File: src/rtl/lcd_pkg.sv
// Shared types and constants for the HD44780-style LCD write controller:
// FSM state encoding, init ROM contents and the execution-wait classifier.
package lcd_pkg;

    typedef enum logic [2:0] {
        ST_PWRUP     = 3'd0,
        ST_INIT_LOAD = 3'd1,
        ST_SETUP     = 3'd2,
        ST_PULSE     = 3'd3,
        ST_HOLD      = 3'd4,
        ST_WAIT      = 3'd5,
        ST_IDLE      = 3'd6,
        ST_WRAP_LOAD = 3'd7
    } lcd_state_e;

    localparam logic [7:0] LCD_CMD_FUNC_SET = 8'h38;
    localparam logic [7:0] LCD_CMD_DISP_ON  = 8'h0C;
    localparam logic [7:0] LCD_CMD_CLEAR    = 8'h01;
    localparam logic [7:0] LCD_CMD_ENTRY    = 8'h06;
    localparam logic [7:0] LCD_CMD_LINE1    = 8'h80;
    localparam logic [7:0] LCD_CMD_LINE2    = 8'hC0;

    localparam int INIT_LEN = 4;

    function automatic logic [7:0] init_rom(input logic [1:0] idx);
        logic [7:0] code;
        case (idx)
            2'd0:    code = LCD_CMD_FUNC_SET;
            2'd1:    code = LCD_CMD_DISP_ON;
            2'd2:    code = LCD_CMD_CLEAR;
            2'd3:    code = LCD_CMD_ENTRY;
            default: code = LCD_CMD_ENTRY;
        endcase
        return code;
    endfunction

    // Clear (0x01) and return-home (0x02/0x03) need the long execution wait.
    function automatic logic is_long_wait(input logic rs, input logic [7:0] data);
        return (rs == 1'b0) && (data[7:2] == 6'd0) && (data != 8'h00);
    endfunction

endpackage

File: src/rtl/lcd_write_controller_if.sv
// Command write handshake between a requester and the LCD write controller.
interface lcd_write_controller_if;

    logic       cmd_valid;
    logic       cmd_rs;
    logic [7:0] cmd_data;
    logic       cmd_ready;

    modport master (output cmd_valid, output cmd_rs, output cmd_data, input cmd_ready);
    modport slave  (input cmd_valid, input cmd_rs, input cmd_data, output cmd_ready);

endinterface

File: src/rtl/lcd_delay_counter.sv
// Loadable down-counter shared by every timed FSM state; done while the count is zero.
module lcd_delay_counter #(
    parameter int unsigned     WIDTH       = 20,
    parameter logic [WIDTH-1:0] RESET_VALUE = {WIDTH{1'b0}}
) (
    input  logic             clk,
    input  logic             rst_n,
    input  logic             load,
    input  logic [WIDTH-1:0] load_value,
    output logic             done
);

    logic [WIDTH-1:0] count_r;

    // Load on request, otherwise count down and park at zero.
    always_ff @(posedge clk or negedge rst_n) begin
        if (!rst_n) begin
            count_r <= RESET_VALUE;
        end else if (load) begin
            count_r <= load_value;
        end else if (count_r != {WIDTH{1'b0}}) begin
            count_r <= count_r - {{(WIDTH-1){1'b0}}, 1'b1};
        end else begin
            count_r <= count_r;
        end
    end

    assign done = (count_r == {WIDTH{1'b0}});

endmodule

File: src/rtl/lcd_write_controller.sv
// HD44780 write controller: power-up delay, init ROM, then handshaked single writes
// with setup/enable/hold/execution timing. Optional cursor auto-wrap: LCD_AUTO_WRAP_EN.
module lcd_write_controller
    import lcd_pkg::*;
#(
    parameter int unsigned POWERUP_CYCLES    = 750000,
    parameter int unsigned SETUP_CYCLES      = 2,
    parameter int unsigned EN_CYCLES         = 12,
    parameter int unsigned HOLD_CYCLES       = 2,
    parameter int unsigned SHORT_WAIT_CYCLES = 2000,
    parameter int unsigned LONG_WAIT_CYCLES  = 82000
) (
    input  logic                         clk,
    input  logic                         rst_n,
    lcd_write_controller_if.slave        cmd,
    output logic                         init_done,
    output logic                         LCD_ON,
    output logic                         LCD_RS,
    output logic                         LCD_EN,
    output logic                         LCD_RW,
    output logic [7:0]                   LCD_DATA
);

    localparam int unsigned MAX_CYCLES = (POWERUP_CYCLES > LONG_WAIT_CYCLES) ?
                                         POWERUP_CYCLES : LONG_WAIT_CYCLES;
    localparam int unsigned CNT_W      = $clog2(MAX_CYCLES + 1);

    lcd_state_e       state_r;
    lcd_state_e       state_nx_s;
    logic [2:0]       init_idx_r;
    logic [2:0]       init_idx_nx_s;
    logic             init_done_r;
    logic             init_done_nx_s;
    logic             on_r;
    logic             en_r;
    logic             ready_r;
    logic             rs_r;
    logic [7:0]       data_r;
    logic             latch_s;
    logic             latch_rs_s;
    logic [7:0]       latch_data_s;
    logic             cnt_load_s;
    logic [CNT_W-1:0] cnt_value_s;
    logic             cnt_done_s;

`ifdef LCD_AUTO_WRAP_EN
    logic             line_r;
    logic [4:0]       col_r;
`endif

    lcd_delay_counter #(
        .WIDTH       (CNT_W),
        .RESET_VALUE (CNT_W'(POWERUP_CYCLES - 1))
    ) u_delay (
        .clk        (clk),
        .rst_n      (rst_n),
        .load       (cnt_load_s),
        .load_value (cnt_value_s),
        .done       (cnt_done_s)
    );

    // State register plus registered pin and handshake outputs.
    always_ff @(posedge clk or negedge rst_n) begin
        if (!rst_n) begin
            state_r     <= ST_PWRUP;
            init_idx_r  <= 3'd0;
            init_done_r <= 1'b0;
            on_r        <= 1'b0;
            en_r        <= 1'b0;
            ready_r     <= 1'b0;
            rs_r        <= 1'b0;
            data_r      <= 8'h00;
        end else begin
            state_r     <= state_nx_s;
            init_idx_r  <= init_idx_nx_s;
            init_done_r <= init_done_nx_s;
            on_r        <= 1'b1;
            en_r        <= (state_nx_s == ST_PULSE);
            ready_r     <= (state_nx_s == ST_IDLE);
            if (latch_s) begin
                rs_r   <= latch_rs_s;
                data_r <= latch_data_s;
            end else begin
                rs_r   <= rs_r;
                data_r <= data_r;
            end
        end
    end

    // Next-state, counter load and write-latch decode.
    always_comb begin
        state_nx_s     = state_r;
        init_idx_nx_s  = init_idx_r;
        init_done_nx_s = init_done_r;
        latch_s        = 1'b0;
        latch_rs_s     = 1'b0;
        latch_data_s   = 8'h00;
        cnt_load_s     = 1'b0;
        cnt_value_s    = {CNT_W{1'b0}};
        case (state_r)
            ST_PWRUP: begin
                if (cnt_done_s) begin
                    state_nx_s = ST_INIT_LOAD;
                end else begin
                    state_nx_s = ST_PWRUP;
                end
            end
            ST_INIT_LOAD: begin
                latch_s       = 1'b1;
                latch_rs_s    = 1'b0;
                latch_data_s  = init_rom(init_idx_r[1:0]);
                init_idx_nx_s = init_idx_r + 3'd1;
                cnt_load_s    = 1'b1;
                cnt_value_s   = CNT_W'(SETUP_CYCLES - 1);
                state_nx_s    = ST_SETUP;
            end
            ST_IDLE: begin
                if (cmd.cmd_valid && ready_r) begin
                    latch_s      = 1'b1;
                    latch_rs_s   = cmd.cmd_rs;
                    latch_data_s = cmd.cmd_data;
                    cnt_load_s   = 1'b1;
                    cnt_value_s  = CNT_W'(SETUP_CYCLES - 1);
                    state_nx_s   = ST_SETUP;
                end else begin
                    state_nx_s = ST_IDLE;
                end
            end
            ST_SETUP: begin
                if (cnt_done_s) begin
                    cnt_load_s  = 1'b1;
                    cnt_value_s = CNT_W'(EN_CYCLES - 1);
                    state_nx_s  = ST_PULSE;
                end else begin
                    state_nx_s = ST_SETUP;
                end
            end
            ST_PULSE: begin
                if (cnt_done_s) begin
                    cnt_load_s  = 1'b1;
                    cnt_value_s = CNT_W'(HOLD_CYCLES - 1);
                    state_nx_s  = ST_HOLD;
                end else begin
                    state_nx_s = ST_PULSE;
                end
            end
            ST_HOLD: begin
                if (cnt_done_s) begin
                    cnt_load_s = 1'b1;
                    if (is_long_wait(rs_r, data_r)) begin
                        cnt_value_s = CNT_W'(LONG_WAIT_CYCLES - 1);
                    end else begin
                        cnt_value_s = CNT_W'(SHORT_WAIT_CYCLES - 1);
                    end
                    state_nx_s = ST_WAIT;
                end else begin
                    state_nx_s = ST_HOLD;
                end
            end
            ST_WAIT: begin
                if (!cnt_done_s) begin
                    state_nx_s = ST_WAIT;
                end else if (!init_done_r) begin
                    if (init_idx_r == 3'(INIT_LEN)) begin
                        init_done_nx_s = 1'b1;
                        state_nx_s     = ST_IDLE;
                    end else begin
                        state_nx_s = ST_INIT_LOAD;
                    end
                end else begin
`ifdef LCD_AUTO_WRAP_EN
                    if (col_r == 5'd16) begin
                        state_nx_s = ST_WRAP_LOAD;
                    end else begin
                        state_nx_s = ST_IDLE;
                    end
`else
                    state_nx_s = ST_IDLE;
`endif
                end
            end
`ifdef LCD_AUTO_WRAP_EN
            ST_WRAP_LOAD: begin
                // The set-address command itself repositions the cursor via the latch path.
                latch_s      = 1'b1;
                latch_rs_s   = 1'b0;
                latch_data_s = line_r ? LCD_CMD_LINE1 : LCD_CMD_LINE2;
                cnt_load_s   = 1'b1;
                cnt_value_s  = CNT_W'(SETUP_CYCLES - 1);
                state_nx_s   = ST_SETUP;
            end
`endif
            default: begin
                state_nx_s = ST_PWRUP;
            end
        endcase
    end

`ifdef LCD_AUTO_WRAP_EN
    // Cursor tracking from every latched write, including init and wrap commands.
    always_ff @(posedge clk or negedge rst_n) begin
        if (!rst_n) begin
            line_r <= 1'b0;
            col_r  <= 5'd0;
        end else if (!latch_s) begin
            line_r <= line_r;
            col_r  <= col_r;
        end else if (latch_rs_s) begin
            col_r <= col_r + 5'd1;
        end else if (is_long_wait(latch_rs_s, latch_data_s)) begin
            line_r <= 1'b0;
            col_r  <= 5'd0;
        end else if (latch_data_s[7]) begin
            line_r <= latch_data_s[6];
            col_r  <= {1'b0, latch_data_s[3:0]};
        end else begin
            line_r <= line_r;
            col_r  <= col_r;
        end
    end
`endif

    assign cmd.cmd_ready = ready_r;
    assign init_done     = init_done_r;
    assign LCD_ON        = on_r;
    assign LCD_RS        = rs_r;
    assign LCD_EN        = en_r;
    assign LCD_RW        = 1'b0;
    assign LCD_DATA      = data_r;

endmodule

File: src/flat_wrapper.sv
// flat-port wrapper written by rule: the top's interface ports become plain ports
module lcd_write_controller_flat import lcd_pkg::*;
#(
    parameter int unsigned POWERUP_CYCLES    = 750000,
    parameter int unsigned SETUP_CYCLES      = 2,
    parameter int unsigned EN_CYCLES         = 12,
    parameter int unsigned HOLD_CYCLES       = 2,
    parameter int unsigned SHORT_WAIT_CYCLES = 2000,
    parameter int unsigned LONG_WAIT_CYCLES  = 82000
)
  (clk, rst_n, init_done, LCD_ON, LCD_RS, LCD_EN, LCD_RW, LCD_DATA, cmd_cmd_valid, cmd_cmd_rs, cmd_cmd_data, cmd_cmd_ready);
  lcd_write_controller_if cmd_i ();
  input  logic clk;
  input  logic rst_n;
  output logic init_done;
  output logic LCD_ON;
  output logic LCD_RS;
  output logic LCD_EN;
  output logic LCD_RW;
  output logic [7:0] LCD_DATA;
  input wire logic [$bits(cmd_i.cmd_valid)-1:0] cmd_cmd_valid;
  input wire logic [$bits(cmd_i.cmd_rs)-1:0] cmd_cmd_rs;
  input wire logic [$bits(cmd_i.cmd_data)-1:0] cmd_cmd_data;
  output wire logic [$bits(cmd_i.cmd_ready)-1:0] cmd_cmd_ready;
  assign cmd_i.cmd_valid = cmd_cmd_valid;
  assign cmd_i.cmd_rs = cmd_cmd_rs;
  assign cmd_i.cmd_data = cmd_cmd_data;
  assign cmd_cmd_ready = cmd_i.cmd_ready;
  lcd_write_controller #(.POWERUP_CYCLES(POWERUP_CYCLES), .SETUP_CYCLES(SETUP_CYCLES), .EN_CYCLES(EN_CYCLES), .HOLD_CYCLES(HOLD_CYCLES), .SHORT_WAIT_CYCLES(SHORT_WAIT_CYCLES), .LONG_WAIT_CYCLES(LONG_WAIT_CYCLES)) u_core (.clk(clk), .rst_n(rst_n), .cmd(cmd_i), .init_done(init_done), .LCD_ON(LCD_ON), .LCD_RS(LCD_RS), .LCD_EN(LCD_EN), .LCD_RW(LCD_RW), .LCD_DATA(LCD_DATA));
endmodule
File: config.mk
export PLATFORM = sky130hd
export DESIGN_NAME = lcd_write_controller_flat
export DESIGN_NICKNAME = d
export VERILOG_FILES = /design/src/rtl/lcd_pkg.sv /design/src/rtl/lcd_write_controller_if.sv /design/src/rtl/lcd_delay_counter.sv /design/src/rtl/lcd_write_controller.sv /design/src/flat_wrapper.sv
export SDC_FILE = /design/constraint.sdc
export NUM_CORES = 1
export LEC_CHECK = 0
export BUFFER_PORTS_ARGS = -buffer_cell sky130_fd_sc_hd__buf_2
export CAP_MARGIN = 20
export CORE_ASPECT_RATIO = 0.6
export CORE_MARGIN = 10
export CORE_UTILIZATION = 51
export DETAILED_ROUTE_END_ITERATION = 10
export GPL_ROUTABILITY_DRIVEN = 0
export MAX_ROUTING_LAYER = met4
export PLACE_DENSITY = 0.7
export SLEW_MARGIN = 20
export SYNTH_ARGS = -nofsm -noshare
export SYNTH_HDL_FRONTEND = slang
export SYNTH_SLANG_ARGS = --single-unit
File: constraint.sdc
create_clock -name clk -period 4.8 [get_ports clk]
set_clock_uncertainty 0.2 [all_clocks]
set_input_delay 0.96 -clock clk [delete_from_list [all_inputs] [get_ports clk]]
set_output_delay 0.96 -clock clk [all_outputs]
set_load 0.005 [all_outputs]
==> results of run 1 <==
==> state kept, by name, indices dropped and copies added (netlist names) <==
register                cells
u_core.u_delay.count_r     20
u_core.cmd.cmd_ready        1
u_core.LCD_EN               1
u_core.init_idx_r           3
u_core.state_r              3
u_core.LCD_RS               1
u_core.init_done            1
u_core.LCD_ON               1
u_core.LCD_DATA             8
==> metrics by stage <==
step	power (W)	hold slack, ns	setup slack (ns)	area, um^2	std cells
floorplan	0.000337	0.264	2.54	2270	240
global placement	0.000347	0.280	2.23	2420	314
detailed placement	0.000347	0.281	2.17	2420	314
CTS	0.000630	0.299	2.17	2530	322
global route	0.000648	0.322	1.94	2530	322
finish	0.000623	0.296	2.16	2530	322
==> how the worst min path moves through the flow <==
stage	depth (start not counted)	slack [ns]	to	start
2_1_floorplan	1	0.26	u_core.init_idx_r[2]	u_core.init_idx_r[2]
3_3_place_gp	2	0.28	u_core.LCD_DATA[0]	u_core.LCD_DATA[0]
3_5_place_dp	2	0.28	u_core.LCD_DATA[0]	u_core.LCD_DATA[0]
4_1_cts	1	0.30	u_core.init_idx_r[2]	u_core.init_idx_r[2]
5_1_grt	1	0.32	u_core.init_idx_r[2]	u_core.init_idx_r[2]
6_report	1	0.30	u_core.init_idx_r[2]	u_core.init_idx_r[2]
==> critical path: stages, from the launching register on <==
cell and delay [ns]:
dfstp_2 0.38, inv_1 0.08, ha_1 0.22, nor4b_4 0.54
nand4_4 0.30, o31ai_4 0.53, a21oi_1 0.06, or2_1 0.22
==> area by class of cell <==
class                      instances  area (um^2)
clock inverter                     2         35.0
clock buffer                       6         82.6
tap                               60         75.1
fill                             359         1650
timing repair buffer              25          128
sequential                        39          992
inverter                           7         26.3
multi-input combinational        183         1200
==> cell usage after synthesis, drive strengths merged, types with 2 or more instances <==
| library cell | n | area share (%) |
|---|---|---|
| a211oi | 2 | 0.66 |
| a21boi | 2 | 0.66 |
| a21oi | 13 | 2.9 |
| a221o | 3 | 1.3 |
| a31oi | 2 | 0.55 |
| and2 | 4 | 1.1 |
| buf | 5 | 1.4 |
| clkbuf | 6 | 0.99 |
| conb | 2 | 0.33 |
| dfrtp | 26 | 29 |
| dfstp | 13 | 15 |
| ha | 6 | 3.3 |
| inv | 7 | 1.2 |
| nand2 | 26 | 4.4 |
| nand3 | 7 | 1.5 |
| nand3b | 2 | 0.66 |
| nand4 | 8 | 2.9 |
| nor2 | 25 | 4.1 |
| nor2b | 3 | 0.83 |
| nor3 | 12 | 2.6 |
| nor4 | 7 | 3.8 |
| nor4b | 2 | 1.4 |
| o211ai | 3 | 0.99 |
| o21ai | 12 | 2.6 |
| o21bai | 2 | 0.66 |
| o31a | 2 | 0.77 |
| o31ai | 3 | 1.6 |
| or2 | 3 | 0.83 |
| or3 | 3 | 0.83 |
| or4 | 2 | 0.66 |
| xnor2 | 13 | 5.0 |
| xor2 | 7 | 2.7 |
==> kinds of logic after synthesis <==
logic type               share of synthesized area (%)
flip-flops                                        43.7
buffers and inverters                             3.58
XOR/XNOR                                          7.72
AO/OA/AOI/OAI                                     14.8
other                                            0.331
adder cells (fa/ha/maj)                           3.31
AND/OR/NAND/NOR                                   26.5
==> layer usage <==
layer / vias up / GRT usage (%) / part of all wire, %
met5: - / - / 0
li1: 896 / - / -
met4: 0 / 5.38 / 1.3
met2: 108 / 19.1 / 38
met3: 6 / 4.20 / 10
met1: 869 / 22.6 / 51
==> where the power goes <==
part           internal (W)  switching, W
Clock              0.000168      0.000114
Sequential         0.000329   0.000000116
Combinational    0.00000345    0.00000754
Total              0.000501      0.000122
==> qor.yml, run 1 <==
route:
  wl_per_cell_um: 16.6
  vias: 1879
  dr.pass1.iters: 5
  routed_wl_mm: 5.36
  drtIter0Drc: 212
  vias_per_cell: 5.84
  ant_nets: 0
  drc: 0
setup_path:
  worst_setup_path_start_kind: "register"
  timing.rr.start: "u_core.u_delay.count_r[0]"
  r2r_cells: 7
  worstSetupStartpoint: "u_core.u_delay.count_r[0]"
  end_kind: "register"
  crit_end: "u_core.u_delay.count_r[9]"
  path_class: "register to register"
  r2r-end: "u_core.u_delay.count_r[9]"
  r2r_slack_ns: 2.16
  cp.arrival_ns: 2.62
  cp_max_fo: 10
  critPathRequiredTime_ns: 4.78
yosys:
  synthesis.nets: 258
  ys_types: 51
  ys_dominant_reg_cell: "dfrtp_1"
  syn_inst: 240
  synth_edf_count: 0
  ys_ff_latch: 39
  ys.warnings.count: 0
  avgSynthCellArea_um2: 9.46
  mappedNetlistArea_um2: 2270
  synthArstFlopShare_pct: 100
  ys_seq_area_share_pct: 43.7
layout:
  layout-drive-gt1-share_pct: 21.8
  fin_nets: 279
  final_core_util_pct: 60.5
  syn2layout_area_growth_pct: 11.7
  n_antenna_cell: 0
  mostFrequentLayoutCells: "dfrtp_1, nor2_1, nand2_1"
  mostFrequentLayoutCell: "dfrtp_1"
grt:
  grt_usage_pct: 15.4
  grt_pass1_wl_mm: 9.06
  gr-total-overflow: 0
  grt_max_degree: 40
  grt_pass1_vias: 1731
  antenna_found_initial: 0
floorplanning:
  num_rows: 18
  core-area_um2: 4190
  die_area_um2: 7610
  io_pins: 26
  initial_core_util_pct: 54.2
  fp.dieW_um: 106
  die_h_um: 71.7
timing:
  rsz0062_at_grt: "no"
  worstMarginPinSlew_ns: 0.826
  period_share_pct: 54.9
  min_period_ns: 2.64
  max-slew-margin-rel_pct: 44.9
  setup_viol: 0
  hold_viol_final: 0
  tns_ns: 0
  maxSlewViolCount: 0
  max_freq_ghz: 0.379
cts:
  clockBufferDepth: 2
  htreeDepth: 2
  clk_latency_ns: 0.29
  cts_setup_buffers: 0
  cts_buffers: 5
  cts_tree: "yes"
  clkSinkCount: 39
  clock-root-buffer: "clkbuf_8"
  cts-hold-fix-buffers: 0
  cts_resized: 0
  clk_pin_slew_worst_paths_ns: 0.07
worst_hold_path:
  hp-class: "register to register"
power_and_ir_drop:
  p_leak_nw: 1.06
  powerDensity_nw_per_um2: 246
  ir_worst_vdd_mv: 0.248
placement:
  hpwlAfterDp_mm: 4.02
  port_buffers: 24
run:
  cap_viol_max_count: 0
outcome:
  status: "completed"
Note: power is estimated with default switching activity, not from simulation.
==> inputs of run 2 (changes only) <==
Clock period 4.8 ns to 2.6 ns, I/O delays scaled along.
==> run 2 against run 1 <==
Worst hold slack lost 0.16 ns. Sequential power increased by 84%. Routed wire length rose by 8.0%. Total power rose by 65%. Combinational power rose by 89%. Global-route usage grew 0.46 points. Core utilization up 0.99 points. Setup slack worse by 2.0 ns. Flip-flop and latch count unchanged. Register-to-register slack got worse by 2.0 ns. Cell count up 3.1%. Critical endpoint is now u_core.cmd.cmd_ready. Highest routed layer unchanged.
==> qor.yml, run 2 (same netlist as run 1, synthesis figures left out) <==
power_and_ir_drop:
  finalPower_w: 0.00103
  p_leak_nw: 1.10
  ir_worst_vdd_mv: 0.258
  powerDensity_nw_per_um2: 399
cts:
  clockBufferDepth: 2
  cts_tree: "yes"
  htreeDepth: 2
  cts-hold-fix-buffers: 0
  cts_buffers: 5
  cts_setup_buffers: 0
  clkSinkCount: 39
  clock-root-buffer: "clkbuf_8"
  clk_latency_ns: 0.29
  clk_pin_slew_worst_paths_ns: 0.08
  cts_resized: 0
route:
  ant_nets: 0
  drc: 0
  wl_per_cell_um: 17.4
  vias_per_cell: 5.95
  drtIter0Drc: 235
  routed_wl_mm: 5.79
  dr.pass1.iters: 5
  vias: 1976
grt:
  grt_max_degree: 40
  grt_usage_pct: 15.8
  gr-total-overflow: 0
  antenna_found_initial: 0
  grt_pass1_vias: 1755
  grt_pass1_wl_mm: 9.41
timing:
  period_share_pct: 93.0
  min_period_ns: 2.42
  max-slew-margin-rel_pct: 43.2
  tns_ns: 0
  max_freq_ghz: 0.414
  worstMarginPinSlew_ns: 0.852
  hold_viol_final: 0
  worst_slack_ns: 0.183
  maxSlewViolCount: 0
  hold_ws_ns: 0.135
  setup_viol: 0
  rsz0062_at_grt: "no"
setup_path:
  cp_max_fo: 7
  r2r_cells: 7
  r2r-end: "u_core.cmd.cmd_ready"
  path_class: "register to register"
  critPathRequiredTime_ns: 2.62
  timing.rr.start: "u_core.u_delay.count_r[0]"
  end_kind: "register"
  r2r_slack_ns: 0.18
  worst_setup_path_start_kind: "register"
  cp.arrival_ns: 2.44
floorplanning:
  die_h_um: 71.7
  io_pins: 26
  fp.dieW_um: 106
  die_area_um2: 7610
  num_rows: 18
  initial_core_util_pct: 54.2
  core-area_um2: 4190
outcome:
  status: "completed"
layout:
  fin_nets: 289
  largest_reg_flops: 20
  largest-register: "u_core.u_delay.count_r"
  n_antenna_cell: 0
  mostFrequentLayoutCells: "dfrtp_1, nor2_1, nand2_1"
  final_core_util_pct: 61.5
  layout-drive-gt1-share_pct: 24.6
  syn2layout_area_growth_pct: 13.5
  mostFrequentLayoutCell: "dfrtp_1"
placement:
  dp_slack_ns: 0.220
  hpwlAfterDp_mm: 4.43
  port_buffers: 24
worst_hold_path:
  hp-class: "input pin to asynchronous set/reset pin"
run:
  cap_viol_max_count: 0
==> run 2: cell count changes in the layout (fill, tap and decap cells not counted) <==
cell,previous run,this run
clkbuf_8,6,5
bufinv_16,1,0
clkinv_2,1,3
buf_4,1,11
==> run 2: report_power, final <==
part	internal, W	switching [W]
combinational	0.00000638	0.0000144
sequential	0.000608	0.000000308
clock	0.000184	0.000216
==> run 2: worst max-delay path, stage by stage, from the launching register on <==
cell	delay, ns
dfstp_2	0.38
inv_1	0.09
ha_1	0.21
nor4b_4	0.46
nand2_2	0.14
or2_1	0.32
or3_1	0.40
a21boi_1	0.14
==> run 2: worst max-delay path by stage <==
stage	from	end	slack, ns
after CTS	u_core.u_delay.count_r[0]	u_core.cmd.cmd_ready	0.21
after floorplan	u_core.u_delay.count_r[0]	u_core.u_delay.count_r[9]	0.34
after global placement	u_core.u_delay.count_r[6]	u_core.u_delay.count_r[13]	0.29
after global routing	u_core.u_delay.count_r[0]	u_core.cmd.cmd_ready	0.02
final	u_core.u_delay.count_r[0]	u_core.cmd.cmd_ready	0.18
after detailed placement	u_core.u_delay.count_r[0]	u_core.u_delay.count_r[10]	0.22
==> run 2: cell type report <==
class,count,area [um^2]
clock inverters,3,15.0
fillers,392,1610
well taps,60,75.1
inverters,7,26.3
multi-input cells,183,1200
repair buffers,35,203
flip-flops and latches,39,992
clock buffers,5,68.8
==> run 2: metrics by stage <==
stage                     std cells  area (um^2)
after floorplan                 240         2270
after global placement          324         2490
after detailed placement        324         2490
after CTS                       332         2580
after global routing            332         2580
final                           332         2580
==> run 2: per-layer routing <==
metal,vias up,global-route usage [%],part of all wire [%]
li1,914,-,-
met1,953,23.9,51
met2,105,20.1,39
met3,4,4.46,10
met4,0,2.69,0.35
met5,-,-,0
